$ cat config.mk
export PLATFORM = sky130hd
export DESIGN_NAME = dac_sample_scheduler
export DESIGN_NICKNAME = d
export VERILOG_FILES = /design/src/rtl/dac_sample_scheduler.sv
export SDC_FILE = /design/constraint.sdc
export NUM_CORES = 1
export LEC_CHECK = 0
export BUFFER_PORTS_ARGS = -buffer_cell sky130_fd_sc_hd__buf_2
export CORE_AREA = 2 2 110 219
export CTS_BUF_LIST = sky130_fd_sc_hd__clkbuf_4
export DETAILED_ROUTE_END_ITERATION = 8
export DIE_AREA = 0 0 112 221
export GPL_TIMING_DRIVEN = 0
export HOLD_SLACK_MARGIN = 0.08
export PLACE_DENSITY = 0.83
export SLEW_MARGIN = 10
export SYNTH_ARGS = -nofsm -noshare
export SYNTH_HDL_FRONTEND = slang
export SYNTH_SLANG_ARGS = --single-unit
$ cat constraint.sdc
create_clock -name clock_in -period 2.6 [get_ports clock_in]
set_input_delay 0.52 -clock clock_in [delete_from_list [all_inputs] [get_ports clock_in]]
set_output_delay 0.52 -clock clock_in [all_outputs]
set_load 0.005 [all_outputs]
$ cat src/rtl/dac_sample_scheduler.sv
// dac_sample_scheduler: paces FIFO-buffered samples into dac_spi on a fixed tick,
// repeating the last sample on underrun and counting late ticks.
module dac_sample_scheduler #(
   parameter int CLKS_PER_SAMPLE = 1000,
   parameter int FIFO_DEPTH      = 16
) (
   input  logic                              clock_in,
   input  logic                              reset,
   input  logic                              enable,
   input  logic [15:0]                       in_data,
   input  logic                              in_valid,
   output logic                              in_ready,
   output logic [15:0]                       dac_data,
   output logic                              dac_rq,
   input  logic                              dac_st,
   output logic                              busy,
   output logic [$clog2(FIFO_DEPTH+1)-1:0]   fifo_level,
   output logic [15:0]                       underrun_count,
   output logic [7:0]                        late_count,
   input  logic                              clear_counts
);
   localparam int AW = $clog2(FIFO_DEPTH);
   localparam int LW = $clog2(FIFO_DEPTH+1);
   localparam int TW = $clog2(CLKS_PER_SAMPLE);
   typedef enum logic [1:0] {ST_IDLE, ST_REQ, ST_WAIT} state_t;
   state_t state, state_nx;
   logic [TW-1:0] tcnt;
   logic [15:0] mem [FIFO_DEPTH];
   logic [AW-1:0] wptr, rptr;
   logic dac_st_q, tick, idle, empty, full, push, pop, st_fall;
   assign tick     = enable && tcnt == TW'(CLKS_PER_SAMPLE-1);
   assign idle     = state == ST_IDLE;
   assign busy     = !idle;
   assign empty    = fifo_level == '0;
   assign full     = fifo_level == LW'(FIFO_DEPTH);
   assign in_ready = !full;
   assign push     = in_valid && !full;
   assign pop      = tick && idle && !empty;
   assign st_fall  = dac_st_q && !dac_st;
   always_comb begin
      state_nx = ST_IDLE;
      case (state)
         ST_IDLE: state_nx = tick ? ST_REQ : ST_IDLE;
         ST_REQ:  state_nx = dac_st ? ST_WAIT : ST_REQ;
         ST_WAIT: state_nx = st_fall ? ST_IDLE : ST_WAIT;
         default: state_nx = ST_IDLE;
      endcase
   end
   always_ff @(posedge clock_in or negedge reset)
      if (!reset) state <= ST_IDLE;
      else        state <= state_nx;
   // Storage needs no reset; occupancy is tracked by the reset pointers/level.
   always_ff @(posedge clock_in)
      if (push) mem[wptr] <= in_data;
   always_ff @(posedge clock_in or negedge reset) begin
      if (!reset) begin
         tcnt           <= '0;
         wptr           <= '0;
         rptr           <= '0;
         fifo_level     <= '0;
         dac_data       <= 16'h8000;
         dac_rq         <= 1'b0;
         dac_st_q       <= 1'b0;
         underrun_count <= '0;
         late_count     <= '0;
      end else begin
         tcnt       <= (!enable || tick) ? '0 : tcnt + 1'b1;
         wptr       <= push ? wptr + 1'b1 : wptr;
         rptr       <= pop ? rptr + 1'b1 : rptr;
         fifo_level <= fifo_level + LW'(push) - LW'(pop);
         dac_data   <= pop ? mem[rptr] : dac_data;
         dac_rq     <= state_nx == ST_REQ;
         dac_st_q   <= dac_st;
         underrun_count <= clear_counts ? '0
                         : (tick && idle && empty && underrun_count != 16'hFFFF) ? underrun_count + 1'b1
                         : underrun_count;
         late_count <= clear_counts ? '0
                     : (tick && !idle && late_count != 8'hFF) ? late_count + 1'b1
                     : late_count;
      end
   end
endmodule

# Word-level counts from Yosys, hierarchy flattened
# Memory sizes are Yosys's and may differ from the RTL's. A register that Yosys moved wholly into a read port is not among the register bits.
# Index checks and enable logic that the tools add are counted.
[classes]
reduce_logical = 20
n_mux = 11
n_addsub = 7
n_eq_ne = 7
[ops]
columns = ["operator", "n"]
rows = [
  ["16-bit two-way mux", 2],
  ["16-bit by 1-bit adder with 16-bit output, second input constant", 1],
  ["8-bit two-way mux", 2],
  ["16-bit inequality test, second input constant", 1],
  ["10-bit by 1-bit adder with 10-bit output, second input constant", 1],
  ["10-bit equality test, second input constant", 1],
  ["10-bit two-way mux", 1],
  ["1-bit logical AND", 9],
  ["4-bit by 1-bit adder with 4-bit output, second input constant", 2],
  ["8-bit by 1-bit adder with 8-bit output, second input constant", 1],
  ["8-bit inequality test, second input constant", 1],
  ["1-bit logical NOT", 6],
  ["2-bit one-hot mux with 3 select lines", 1],
  ["5-bit by 1-bit adder with 5-bit output", 1],
  ["5-bit equality test, second input constant", 1],
  ["5-bit logical NOT", 1],
  ["5-bit by 1-bit subtractor with 5-bit output", 1],
  ["2-bit by 1-bit equality test with 1-bit output, second input constant", 2],
  ["2-bit two-way mux", 2],
  ["2-bit nonzero test", 2],
  ["1-bit two-way mux", 3],
  ["2-bit equality test, second input constant", 1],
  ["2-bit logical NOT", 1],
  ["1-bit logical OR", 1],
]
[totals]
in_bits = 22
n_memories = 1
ff_bits = 51
ram_bits = 256
[memory_table]
columns = ["name", "words", "width", "rd", "rd_clocked_by_memory_dff", "write_ports", "line", "text"]
rows = [
  ["mem", 16, 16, 1, 1, 1, "28", "logic [15:0] mem [FIFO_DEPTH];"],
]

# Longest topological paths before layout
[logic_depth]
depth_word = 7
mapped_depth = 14
ltp_nobuf = 13

# Worst setup path after synthesis
# OpenSTA, ideal clock, no wires.
[synth_path]
path_type = "register -> register"
startpoint = "register fifo_level[2]"
endpoint = "memory mem[3][0] (enable)"
setup_time_ns = 0.409
t_required_ns = 2.191
synth_period_minus_slack_ns = 2.846
n_path_buf = 1
slack_ns = -0.246
stages_incl_launch_ff = 8
arrival_time_ns = 2.437
cell_sequence = "dfrtp_1 > inv_1 > ha_1 > nand4_1 > and2_1 > clkbuf_1 > nand2_1 > nor3_1"
[synth_between]
elab_chain_len = 5
[synth_lines]
columns = ["element", "line", "text"]
rows = [
  ["from (decl)", "17", "output logic [$clog2(FIFO_DEPTH+1)-1:0] fifo_level,"],
  ["from (signal assigned)", "70", "fifo_level <= fifo_level + LW'(push) - LW'(pop);"],
  ["5-bit equality test", "35", "assign full = fifo_level == LW'(FIFO_DEPTH);"],
  ["1-bit logical NOT", "-", ""],
  ["net in_ready", "12", "output logic in_ready,"],
  ["1-bit logical AND", "37", "assign push = in_valid && !full;"],
  ["1-bit two-way mux", "54", "if (push) mem[wptr] <= in_data;"],
  ["1-bit two-way mux (implied by the code)", "54", ""],
  ["to (decl)", "28", ""],
]
# The timed path passes the listed nets, and every way through them passes these cells.

# Worst setup path after layout
[layout_path]
startpoint = "register tcnt[1]"
endpoint = "register fifo_level[4]"
[layout_between]
elab_chain_len = 5
[layout_lines]
columns = ["element", "line", "text"]
rows = [
  ["from (decl)", "27", "logic [TW-1:0] tcnt;"],
  ["from (signal assigned)", "67", "tcnt <= (!enable || tick) ? '0 : tcnt + 1'b1;"],
  ["10-bit equality test", "31", "assign tick = enable && tcnt == TW'(CLKS_PER_SAMPLE-1);"],
  ["1-bit logical AND", "31", ""],
  ["1-bit logical AND (2 in series)", "38", "assign pop = tick && idle && !empty;"],
  ["net pop", "30", "logic dac_st_q, tick, idle, empty, full, push, pop, st_fall;"],
  ["5-bit by 1-bit subtractor with 5-bit output", "70", ""],
]
# The timed path passes the listed nets, and every way through them passes these cells.
# A chain may end at the register's enable or synchronous reset.

==> results summary <==
The top cell types in the final layout, fill and taps aside, are 256 x sky130_fd_sc_hd__edfxtp_1, 99 x sky130_fd_sc_hd__clkbuf_4, 77 x sky130_fd_sc_hd__buf_2. The area inside the core boundary is roughly 23000 um^2. The maximum net fanout on the critical path came out at 4. The via count came out at just over 7000. The final standard cell area without fillers is approximately 15000 um^2.

The signed area change from the synthesized netlist to the final layout is 17.5%. The global routing usage summed across all routing layers is between 20% and 30%. The clock sink count came out at around 320. The post-synth design cell area came out at about 13000 um^2.

After synthesis, the share of flip-flops with an asynchronous set or reset is between 20% and 30%. The global-route wire length before repair came out at around 43000 um. The instance count of the mapped netlist is approximately 720. The most frequent standard cell in the layout excluding fill and tap cells is sky130_fd_sc_hd__edfxtp_1.

The number of top-level pins came out at 70. Sequential cells burn between 50 and 60% of the power. The transition at the pin with the smallest max-transition slack is around 1 ns. The logic gate share of total power came out at roughly 11%.

Once placement finished, the instance area stood at 14100 um^2. Max-cap violations in this run came to 0. The class of the tightest hold or removal check is in -> reg. Detailed placement ended at an HPWL of approximately 18000 um. The worst slack at placement came out at -0.567 ns.

Across the routed clock network, the largest skew measured is 0.0345 ns. The total die area came out at roughly 25000 um^2. The number of buffers inserted during clock tree synthesis is a little over 70.

Port buffering added 68 buffers. The residual overflow from global routing came out at 0. The tree is rooted in a sky130_fd_sc_hd__clkbuf_4. The maximum number of pins on one net before global-route repair is 52.

For this design, the slowest cell found on the critical path is sky130_fd_sc_hd__dfrtp_1. The number of nets in the finished design came out at 925. The flow ran to the end, and the final reports show no timing, DRC or antenna violations. The sequential share of the synthesized area is just over 70%. The main flop type after synthesis is sky130_fd_sc_hd__edfxtp_1. For the worst setup path, the data arrival time is 3.15 ns. The number of global-route vias before repair came to between 7000 and 8000. The CTS H-tree depth is 3.

The number of failing setup endpoints in the final timing report came out at 0. The count of pins over their slew limit came out at 0. The congestion estimate from routability-driven global placement came to ~0.79. The power per unit of standard cell area came out at 779 nW/um^2. The maximum buffer depth of the clock tree came out at 3. Setup repair after global routing could not meet its margin everywhere.

The count of routing violations after the opening detailed-route iteration is about 630. Cells with a size suffix above 1 make up 36.7% of the layout. For this configuration, the core starts out at a cell density of a little under three fifths. Clock-pin slew was measured on the worst setup and hold paths at around 0.070 ns. The category of the most critical setup path is reg -> reg. The horizontal die dimension came out at about 110 um.

STA classifies the critical path startpoint as a flip-flop. The clock network fraction of design power came out at between 30% and 40%. The maximum vdd ir drop came out at between 0.6 and 0.7 mV. The critical path goes through ha_4 > nand4b_4 > nor4_4 > nor2b_4 > ha_1 > inv_1 > ha_2 > fa_2 > a21oi_1 > nor2_1 > nor2_1 > xnor2_1. The worst slew margin relative to its limit came out at approximately a third.

Setup slack on the critical path of the routed design comes to roughly 0.10 ns. The fmax came out at about 400 MHz. The number of antenna violations at the first check in global routing came out at 1. The total negative setup slack came out at 0 ns. The sum of routed wire length over all layers came out at between 20000 and 30000 um. Registers take between 9000 and 10000 um^2. In the routed layout, each cell is associated on average with a via count of ~5.9. By instance count, the cell type seen most on the critical path is sky130_fd_sc_hd__nor2_1.

The final number of hold-violating endpoints is 0. The synthesis warning total came out at 0. The count of nets left with antenna violations after detail routing came out at 0.

The synthesized design contains 256 enable-type register cells. The clock reaches the later pin of the worst-skew pair after between 0.7 and 0.8 ns. The fraction of power spent switching nets is between 20 and 25%.

The final critical-path required period is roughly 2.5 ns. The internal power of the cells came out at approximately 0.0090 W. The post-synthesis cell type count is 46. A synthesized cell averages approximately 18 um^2. The footprint of the multi-input gates came out at approximately 3600 um^2. The required time of the critical path came out at roughly 3.3 ns. The power dissipated by switching net loads came out at 0.00293 W.

The final hold slack came out at approximately 0.16 ns. The number of nets handed over by synthesis was 755. The delay of the slowest cell on the worst path is approximately 0.40 ns. The count of state elements after synthesis is between 300 and 400. The die extent in y came out at around 220 um. The reported leakage power is around 5.5 nW. STA classifies the critical path endpoint as a flip-flop. The fill cell instance count of the final layout is ~1600.

The DRC violations left came out at 0. In the finished design, the share of the clock period the worst path needs comes to 96.1%. TritonCTS built the clock tree.

The number of detailed-route iterations in the first pass came out at 5. After floorplanning, the core was divided into 79 placement rows. The post-detailed-route wirelength per cell is roughly 22 um.
-- repair_timing --
action / 4_1_cts / 5_1_grt
buffers inserted: 6 / 5
gates resized for setup: 6 / 9
endpoints found under the hold margin: 70 / 0
hold buffers: 2 / 0
pin swaps: 2 / 3
endpoints found under the setup margin: 39 / 12
-- Yosys cell counts, types with 2 or more instances --
library cell | number | area, um^2
sky130_fd_sc_hd__and3_1 | 10 | 62.6
sky130_fd_sc_hd__nand3_1 | 10 | 50.1
sky130_fd_sc_hd__nor2_1 | 41 | 154
sky130_fd_sc_hd__mux2_1 | 2 | 22.5
sky130_fd_sc_hd__clkbuf_1 | 11 | 41.3
sky130_fd_sc_hd__nand4_1 | 10 | 62.6
sky130_fd_sc_hd__a21oi_1 | 14 | 70.1
sky130_fd_sc_hd__or3_1 | 10 | 62.6
sky130_fd_sc_hd__mux2i_1 | 19 | 190
sky130_fd_sc_hd__xor2_1 | 8 | 70.1
sky130_fd_sc_hd__edfxtp_1 | 256 | 7690
sky130_fd_sc_hd__o21ai_0 | 13 | 65.1
sky130_fd_sc_hd__buf_2 | 10 | 50.1
sky130_fd_sc_hd__and4_1 | 2 | 17.5
sky130_fd_sc_hd__o211ai_1 | 16 | 120
sky130_fd_sc_hd__ha_1 | 14 | 175
sky130_fd_sc_hd__mux4_2 | 64 | 1440
sky130_fd_sc_hd__dfrtp_1 | 66 | 1650
sky130_fd_sc_hd__xnor2_1 | 16 | 140
sky130_fd_sc_hd__nand2b_1 | 4 | 25.0
sky130_fd_sc_hd__nor4_4 | 3 | 63.8
sky130_fd_sc_hd__mux2_2 | 19 | 214
sky130_fd_sc_hd__nand2_1 | 47 | 176
sky130_fd_sc_hd__inv_1 | 15 | 56.3
sky130_fd_sc_hd__nor2b_1 | 5 | 31.3
sky130_fd_sc_hd__nor3_1 | 7 | 35.0
sky130_fd_sc_hd__buf_1 | 7 | 26.3
-- cells by family after synthesis --
group | share of synthesized area, %
buffers and inverters | 1.34
XOR/XNOR | 1.62
AO/OA/AOI/OAI | 2.65
multiplexers | 14.4
adder cells (fa/ha/maj) | 1.50
flip-flops | 72.0
AND/OR/NAND/NOR | 6.52
-- state kept, by name, indices dropped and copies added (netlist names), 2 cells and up --
name,flops
dac_data,16
fifo_level,5
late_count,8
mem,256
rptr,4
state,2
tcnt,10
underrun_count,16
wptr,4
-- per-stage QoR --
stage | std cells | utilization (%) | power [W]
after floorplan | 718 | - | 0.00700
after global routing | 1228 | 66.1 | 0.0124
final | 1228 | 66.1 | 0.0119
after CTS | 1222 | 65.8 | 0.0120
after global placement | 1069 | 59.3 | 0.00736
after detailed placement | 1086 | 61.0 | 0.00765
-- power by group through the flow --
stage | Sequential [W] | Clock [W] | Combinational, W
2_1_floorplan | 0.00630 | 0 | 0.000701
3_3_place_gp | 0.00632 | 0 | 0.00103
3_5_place_dp | 0.00634 | 0 | 0.00131
4_1_cts | 0.00623 | 0.00446 | 0.00133
5_1_grt | 0.00626 | 0.00470 | 0.00145
6_report | 0.00623 | 0.00434 | 0.00133
-- layout make-up --
type | count | share of cell area (%)
antenna | 1 | 0.0164
buffer | 27 | 0.769
clock buffer | 99 | 4.86
clock inverter | 30 | 1.87
inverter | 15 | 0.368
multi-input combinational | 352 | 23.4
sequential | 323 | 61.3
tap | 283 | 2.32
timing repair buffer | 98 | 5.16
-- per-layer routing --
metal  GRT usage, %  wire length, um  vias up
met3           5.26             1600       50
li1               -                -     3203
met1           25.3             9240     3669
met4           9.64              752        0
met5              0                0        -
met2           41.9            15700      293
-- path summary, 6_finish.rpt --
| path | depth (start not counted) | slack [ns] | startpoint | end |
|---|---|---|---|---|
| setup / recovery | 12 | 0.10 | tcnt[1] | fifo_level[4] |
| hold / removal | 3 | 0.16 | enable | tcnt[4] |
| setup reg to reg | 12 | 0.10 | tcnt[1] | fifo_level[4] |
| hold reg to reg | 2 | 0.50 | dac_data[5] | dac_data[5] |
| max in group asynchronous | 3 | 1.73 | reset | dac_data[15] |
| min in group asynchronous | 2 | 0.22 | reset | dac_data[13] |
-- worst max-delay path, delay by kind of cell (launching register included) --
| kind | cells | cell delay, ns |
|---|---|---|
| AND/OR/NAND/NOR | 5 | 0.83 |
| XOR/XNOR | 1 | 0.12 |
| AO/OA/AOI/OAI | 1 | 0.14 |
| adder cells (fa/ha/maj) | 4 | 0.85 |
| buffers and inverters | 1 | 0.04 |
| flip-flops | 1 | 0.40 |
No activity file was read; power rests on OpenSTA's default activity.
